**src/rtl/isa_pkg.sv**
```systemverilog
// isa_pkg: shared ISA-level constants and the instruction fetch state type.
//   ADDR_W               - instruction address width
//   INSTR_W              - instruction word width
//   PROGRAM_LOAD_ADDRESS - address of the first instruction after boot
//   fetch_state_t        - instruction_fetch controller states
package isa_pkg;

    localparam int unsigned ADDR_W  = 10;
    localparam int unsigned INSTR_W = 37;

    localparam logic [ADDR_W-1:0] PROGRAM_LOAD_ADDRESS = 10'h200;

    typedef enum logic [1:0] {
        IDLE = 2'd0,  // ready for a new pc
        REQ  = 2'd1,  // imem_req asserted, waiting for grant
        WAIT = 2'd2,  // granted, waiting for read data
        DROP = 2'd3   // granted request was flushed; swallow its response
    } fetch_state_t;

endpackage

```
**src/rtl/fetch_buffer.sv**
```systemverilog
// fetch_buffer: small synchronous FIFO holding fetched {instr, pc} entries.
//   clk, reset_n  - clock, asynchronous active-low reset
//   push, wdata   - write one entry at the tail
//   pop           - remove the head entry
//   clear         - empty the FIFO; overrides push and pop
//   rdata         - head entry (valid when count != 0)
//   count         - current occupancy, 0..DEPTH
module fetch_buffer #(
    parameter int unsigned WIDTH = 47,
    parameter int unsigned DEPTH = 2
) (
    input  logic                       clk,
    input  logic                       reset_n,
    input  logic                       push,
    input  logic [WIDTH-1:0]           wdata,
    input  logic                       pop,
    input  logic                       clear,
    output logic [WIDTH-1:0]           rdata,
    output logic [$clog2(DEPTH+1)-1:0] count
);

    localparam int unsigned PTR_W = (DEPTH > 1) ? $clog2(DEPTH) : 1;
    localparam int unsigned CNT_W = $clog2(DEPTH + 1);

    localparam logic [PTR_W-1:0] LAST_PTR = PTR_W'(DEPTH - 1);
    localparam logic [CNT_W-1:0] DEPTH_C  = CNT_W'(DEPTH);

    logic [WIDTH-1:0] mem [DEPTH];
    logic [PTR_W-1:0] wr_ptr;
    logic [PTR_W-1:0] rd_ptr;
    logic             full;
    logic             empty;
    logic             do_push;
    logic             do_pop;

    assign full    = (count == DEPTH_C);
    assign empty   = (count == '0);
    assign do_pop  = pop && !empty;
    // A push into a full FIFO is legal only when the head leaves the same cycle.
    assign do_push = push && (!full || do_pop);
    assign rdata   = mem[rd_ptr];

    always_ff @(posedge clk or negedge reset_n) begin
        if (!reset_n) begin
            wr_ptr <= '0;
            rd_ptr <= '0;
            count  <= '0;
            for (int unsigned i = 0; i < DEPTH; i++) begin
                mem[i] <= '0;
            end
        end else if (clear) begin
            wr_ptr <= '0;
            rd_ptr <= '0;
            count  <= '0;
        end else begin
            if (do_push) begin
                mem[wr_ptr] <= wdata;
                wr_ptr      <= (wr_ptr == LAST_PTR) ? '0 : wr_ptr + 1'b1;
            end
            if (do_pop) begin
                rd_ptr <= (rd_ptr == LAST_PTR) ? '0 : rd_ptr + 1'b1;
            end
            case ({do_push, do_pop})
                2'b10:   count <= count + 1'b1;
                2'b01:   count <= count - 1'b1;
                default: count <= count;
            endcase
        end
    end

endmodule

```
**src/rtl/instruction_fetch.sv**
```systemverilog
// instruction_fetch: single-outstanding instruction fetch unit with an
// output FIFO toward decode.
//   clk, reset_n                - clock, asynchronous active-low reset
//   pc, pc_valid, pc_ready      - fetch address handshake from the PC stage
//   flush                       - redirect; discards buffered and in-flight work
//   imem_req, imem_addr         - memory request (held until imem_gnt)
//   imem_gnt                    - memory accepted the request
//   imem_rvalid, imem_rdata     - memory read response
//   instr_valid, instr, instr_pc- head of the fetch buffer toward decode
//   instr_ready                 - decode consumes the head entry
module instruction_fetch
    import isa_pkg::*;
#(
    parameter int unsigned ADDR_W    = isa_pkg::ADDR_W,
    parameter int unsigned INSTR_W   = isa_pkg::INSTR_W,
    parameter int unsigned BUF_DEPTH = 2
) (
    input  logic               clk,
    input  logic               reset_n,
    input  logic [ADDR_W-1:0]  pc,
    input  logic               pc_valid,
    output logic               pc_ready,
    input  logic               flush,
    output logic               imem_req,
    output logic [ADDR_W-1:0]  imem_addr,
    input  logic               imem_gnt,
    input  logic               imem_rvalid,
    input  logic [INSTR_W-1:0] imem_rdata,
    output logic               instr_valid,
    output logic [INSTR_W-1:0] instr,
    output logic [ADDR_W-1:0]  instr_pc,
    input  logic               instr_ready
);

    localparam int unsigned ENTRY_W = INSTR_W + ADDR_W;
    localparam int unsigned CNT_W   = $clog2(BUF_DEPTH + 1);

    localparam logic [CNT_W-1:0] DEPTH_C = CNT_W'(BUF_DEPTH);

    fetch_state_t       state;
    fetch_state_t       state_nxt;
    logic               accept;
    logic               buf_push;
    logic               buf_pop;
    logic [ENTRY_W-1:0] buf_rdata;
    logic [CNT_W-1:0]   buf_count;

    // Gating on reset_n keeps pc_ready low for the whole reset assertion.
    assign pc_ready = reset_n && (state == IDLE) && (buf_count < DEPTH_C) && !flush;
    assign accept   = pc_valid && pc_ready;
    assign imem_req = (state == REQ);

    always_comb begin
        state_nxt = state;
        buf_push  = 1'b0;
        case (state)
            IDLE: begin
                if (accept) state_nxt = REQ;
            end
            REQ: begin
                // A grant coinciding with flush still owes us a response.
                if (flush)         state_nxt = imem_gnt ? DROP : IDLE;
                else if (imem_gnt) state_nxt = WAIT;
            end
            WAIT: begin
                if (flush) begin
                    state_nxt = imem_rvalid ? IDLE : DROP;
                end else if (imem_rvalid) begin
                    state_nxt = IDLE;
                    buf_push  = 1'b1;
                end
            end
            DROP: begin
                if (imem_rvalid) state_nxt = IDLE;
            end
            default: state_nxt = IDLE;
        endcase
    end

    always_ff @(posedge clk or negedge reset_n) begin
        if (!reset_n) begin
            state     <= IDLE;
            imem_addr <= '0;
        end else begin
            state <= state_nxt;
            if (accept) imem_addr <= pc;
        end
    end

    assign instr_valid = (buf_count != '0);
    assign buf_pop     = instr_valid && instr_ready;
    assign instr       = buf_rdata[ENTRY_W-1:ADDR_W];
    assign instr_pc    = buf_rdata[ADDR_W-1:0];

    fetch_buffer #(
        .WIDTH (ENTRY_W),
        .DEPTH (BUF_DEPTH)
    ) u_buf (
        .clk     (clk),
        .reset_n (reset_n),
        .push    (buf_push),
        .wdata   ({imem_rdata, imem_addr}),
        .pop     (buf_pop),
        .clear   (flush),
        .rdata   (buf_rdata),
        .count   (buf_count)
    );

endmodule

```
**config.mk**
```make
export PLATFORM = sky130hd
export DESIGN_NAME = instruction_fetch
export DESIGN_NICKNAME = d
export VERILOG_FILES = /design/src/rtl/isa_pkg.sv /design/src/rtl/fetch_buffer.sv /design/src/rtl/instruction_fetch.sv
export SDC_FILE = /design/constraint.sdc
export NUM_CORES = 1
export LEC_CHECK = 0
export CORE_MARGIN = 2
export CORE_UTILIZATION = 54
export CTS_CLUSTER_SIZE = 20
export DETAILED_ROUTE_END_ITERATION = 7
export MAX_ROUTING_LAYER = met4
export PLACE_DENSITY = 0.86
export SLEW_MARGIN = 5
export SYNTH_ARGS = -nofsm -noshare
export SYNTH_HDL_FRONTEND = slang
export SYNTH_SLANG_ARGS = --single-unit
export TNS_END_PERCENT = 100
```
**constraint.sdc**
```tcl
create_clock -name clk -period 5.2 [get_ports clk]
set_input_delay 1.04 -clock clk [delete_from_list [all_inputs] [get_ports clk]]
set_output_delay 1.04 -clock clk [all_outputs]
set_load 0.01 [all_outputs]
```
== Word-level counts from Yosys, hierarchy flattened ==
Cells that the tools add are included.

* Word-level logic and storage cells: 71
* Output and inout port bits: 60
* Register bits: 110

* $add $sub $neg: 4
* Multiplexer cells: 25
* Reduce and logical (&&, ||, !) cells: 20
* Bitwise logic cells: 3
* Order comparisons: 4
* Eq/ne operators: 8

{| class="wikitable"
|+ Operators by type and width
! kind !! count
|-
| 2-to-1 mux 47 bit || 4
|-
| bitwise mux 94 bit || 1
|-
| demux 47 bit (select 1 bit) || 1
|-
| 2-to-1 mux 2 bit || 8
|-
| 2-to-1 mux 1 bit || 9
|-
| equality test 2 bit (second input constant) || 4
|-
| logical AND 1 bit || 8
|-
| one-hot mux 2 bit (4 select lines) || 1
|-
| nonzero test 2 bit || 3
|-
| equality test 2 x 1 -> 1 bit (second input constant) || 2
|-
| greater-or-equal comparator 2 bit (second input constant) || 2
|-
| zero test 2 bit || 2
|-
| NOT 1 -> 2 bit || 2
|-
| one-hot mux 2 bit (2 select lines) || 1
|-
| AND reduction 2 bit || 2
|-
| zero test 1 bit || 3
|-
| inequality test 3 x 2 -> 1 bit (second input constant) || 1
|-
| nonzero test 3 bit || 1
|-
| adder 1 bit (second input constant) || 2
|-
| adder 2 x 1 -> 2 bit (second input constant) || 1
|-
| < comparator 2 x 1 -> 1 bit (second input constant) || 1
|-
| < comparator 2 bit (second input constant) || 1
|-
| inequality test 2 bit (second input constant) || 1
|-
| subtractor 2 x 1 -> 2 bit (second input constant) || 1
|-
| other kinds (2) || 2
|}

== Longest topological paths before layout ==
* Depth in word-level cells: 8
* Mapped depth: 6

== Hierarchy ==
Synthesis repeated with hierarchy kept, for this count alone.

* Cells, all modules: 312
* Area, all modules: 4880.9 sq um

{| class="wikitable"
|+ Modules (own cells, without submodules)
! module !! instances !! cells each !! seq. area each (sq um) !! area an instance (sq um)
|-
| fetch_buffer || 1 || 275 || 2452.4 || 4327.9
|-
| instruction_fetch || 1 || 37 || 300.3 || 553.0
|}

== Worst setup path after synthesis ==
No wires, ideal clock.

* Path kind: input port to output port
* From: input port flush
* To: output port pc_ready
* Data arrival time: 1.523 ns
* Data required time: 4.160 ns
* Setup slack: 2.637 ns
* Stages on the path: 3
* Buffers on the path: 1
* Cells stage by stage: clkbuf_1 -> nor2_1 -> and3_1

* Longest elaborated chain between the ends: 2

{| class="wikitable"
|+ RTL lines
! what !! RTL line !! source
|-
| start, declared || instruction_fetch.sv:23 || <nowiki>input logic flush,</nowiki>
|-
| zero test 1 bit || instruction_fetch.sv:49 || <nowiki>assign pc_ready = reset_n && (state == IDLE) && (buf_count < DEPTH_C) && !flush;</nowiki>
|-
| logical AND 1 bit || instruction_fetch.sv:49 ||
|-
| end, declared || instruction_fetch.sv:22 || <nowiki>output logic pc_ready,</nowiki>
|}

No other way between the ends.

== Final worst setup path ==
Same ends and word-level chain as after synthesis.

==> reports/results.txt <==
Die Footprint: 9733 µm²
Pwr Density: 489.4 nW/µm²
RSZ-0062 raised after global routing: false
Critical path type: input pin to primary output
Slew margin rel.: 0.3530
Hold Path Stages: 1
Dpl ws: 1.460 ns
Met1 wire length: 4.002 mm
Root buf cell: clkbuf_8
Status: finished, final reports clean
Layout Area Growth over Synthesis: 28.14%
Max-slew violations: 0
Reg-to-Reg End: u_buf.mem[23]
TNS Setup: 0 ns
MaxCap Viol Count: 0
Vias per Instance: 5.436
Tcrit/Tclk final: 0.6791
Reg-to-Reg Start: state[0]
Clock Path Buffers: 2
Wirelength per Cell: 17.86 µm
Cell variety after synth: 31
Total track usage: 0.2113
R2R Setup Slk: 2.73 ns
Number of global-route vias before repair: 3184
Most common cell in the netlist: mux2_2
Hold WS: 0.4974 ns
Commonest cells in the netlist: mux2_2, dfrtp_1, mux2_4
DRT Wirelength: 9.499 mm
First-pass GRT wire length: 15.78 mm
Clock-pin slew on the worst setup and hold paths: 0.09 ns
Post-DP HPWL: 6.480 mm
Core area: 8721 µm²
GPL Wtd Cong: 0.7639
IO buf count: 113
Synth top area cells: dfrtp_1, mux2_2, mux2_4
Worst R2R Path Depth: 4
Grt ovf: 0
Tmin final: 3.531 ns
Area share of the largest cell type after synthesis: 0.5689
WHS Endpoint: u_buf.mem[19]
Row count: 34
Initial antenna violation count: 0
Die Width: 98.66 µm
Setup violators final: 0
Design Power: 3034 µW
DR pass1 iterations: 4
Count of nets after finishing: 473
Startpoint types: input pin
Io pins: 114
Die Height: 98.66 µm
Worst hold path type: flop to flop
Initial drt markers: 71
Clk Latency, worst-skew pair: 0.35 ns
Most used DFF post-synth: dfrtp_1
Final WS setup: 1.669 ns
Crit path max fanout: 7
Yosys reg bits: 110
Post-Syn Nets: 363
Least-Margin Pin Slew: 0.9693 ns
Wire length on met3: 400 µm
Initial core utilization: 0.5548
Seq/Total Area, Yosys: 0.5689
Synth warnings: 0
VDD IR max: 0.2947 mV
Met2 WL: 4.982 mm
Hold_sp: u_buf.mem[19]
Top routing layer in use: met4
H-tree depth: 3
CTS tree: yes
Layout cell share with drive strength beyond 1: 0.4033
Endpoint class of the critical path: primary output
CTS Hold Bufs: 0
Yosys top cell by area: dfrtp_1
Arr. time, crit path: 2.49 ns
Post-CTS sizing: 0
Worst clock skew: 0.009830 ns
Leak: 0.002794 µW
FFs w/ async S/R, synth: 1.000
Synthesized area per cell: 15.66 µm²
Fmax: 283.2 MHz
Final Hold Fails: 0
Mapped Area: 4838 µm²
Number of remaining DRC errors: 0
Detail Route Antenna Nets: 0
CTS Buf Count: 9
Worst Path Required: 4.16 ns
Largest net degree at the start of global routing: 79
CTS sink cnt: 110
Postcts setup bufs: 0
Post-synth EDFFs: 0
Cells after Synth: 309
Antenna Cells: 0
Vias: 2892
==> per-stage QoR <==
step / area, µm² / utilization / instances
6_report: 6200 / 0.7109 / 532
5_1_grt: 6200 / 0.7109 / 532
4_1_cts: 6200 / 0.7109 / 532
3_5_place_dp: 6017 / 0.6900 / 516
3_3_place_gp: 6017 / 0.6900 / 516
2_1_floorplan: 4838 / - / 309
==> critical path: stages <==
cell             delay, ns
clkdlybuf4s50_1       0.53
nor2_1                0.20
and3_1                0.19
clkdlybuf4s50_1       0.53
==> state kept, by name (all words and copies together), names as in the netlist <==
register,count
u_buf.count,2
imem_addr,10
u_buf.mem,94
u_buf.wr_ptr,1
u_buf.rd_ptr,1
state,2
==> per-layer routing <==
| layer | vias to the layer above | global-route usage |
|---|---|---|
| li1 | 1326 | - |
| met1 | 1488 | 0.2624 |
| met2 | 71 | 0.3527 |
| met3 | 7 | 0.05248 |
| met4 | 0 | 0.04953 |
| met5 | - | - |
==> cell type report <==
class	instances	area [µm²]
clock buffers	12	135.1
clock inverters	4	47.55
fillers	636	2521
inverters	1	3.754
multi-input cells	181	1973
flip-flops and latches	110	2754
well taps	108	135.1
repair buffers	116	1151
==> cells by family after synthesis <==
logic type,count (synthesis),share of synthesized area
multiplexers,151,0.3662
flip-flops,110,0.5689
AND/OR/NAND/NOR,22,0.02845
buffers and inverters,18,0.02431
AO/OA/AOI/OAI,6,0.008534
XOR/XNOR,2,0.003621
==> worst max-delay path by stage <==
stage                  from            end  depth (start not counted)
5_1_grt        u_buf.rd_ptr      instr[10]                          3
4_1_cts        u_buf.rd_ptr      instr[18]                          3
3_3_place_gp          flush  u_buf.mem[23]                          5
6_report              flush       pc_ready                          4
2_1_floorplan         flush       pc_ready                          3
3_5_place_dp          flush  u_buf.mem[23]                          5
==> where the power goes <==
group	leakage [µW]	internal [µW]	switching [µW]
Combinational	0.00128	817	403
Sequential	0.00143	1150	175
Clock	0.0000904	222	264
Total	0.00279	2190	842
==> placed cells by master (no fill, tap or decap), types with 2 or more instances in the layout <==
cell / n
clkbuf_8: 9
nor2b_1: 2
dfrtp_1: 109
mux2_2: 130
a21oi_1: 2
buf_4: 4
clkdlybuf4s50_1: 112
nand2b_1: 2
and3_1: 2
mux2_4: 19
clkbuf_1: 3
clkinv_2: 2
nor2_1: 4
nand2_1: 2
mux2_1: 2
Note: power is estimated with default switching activity, not from simulation.
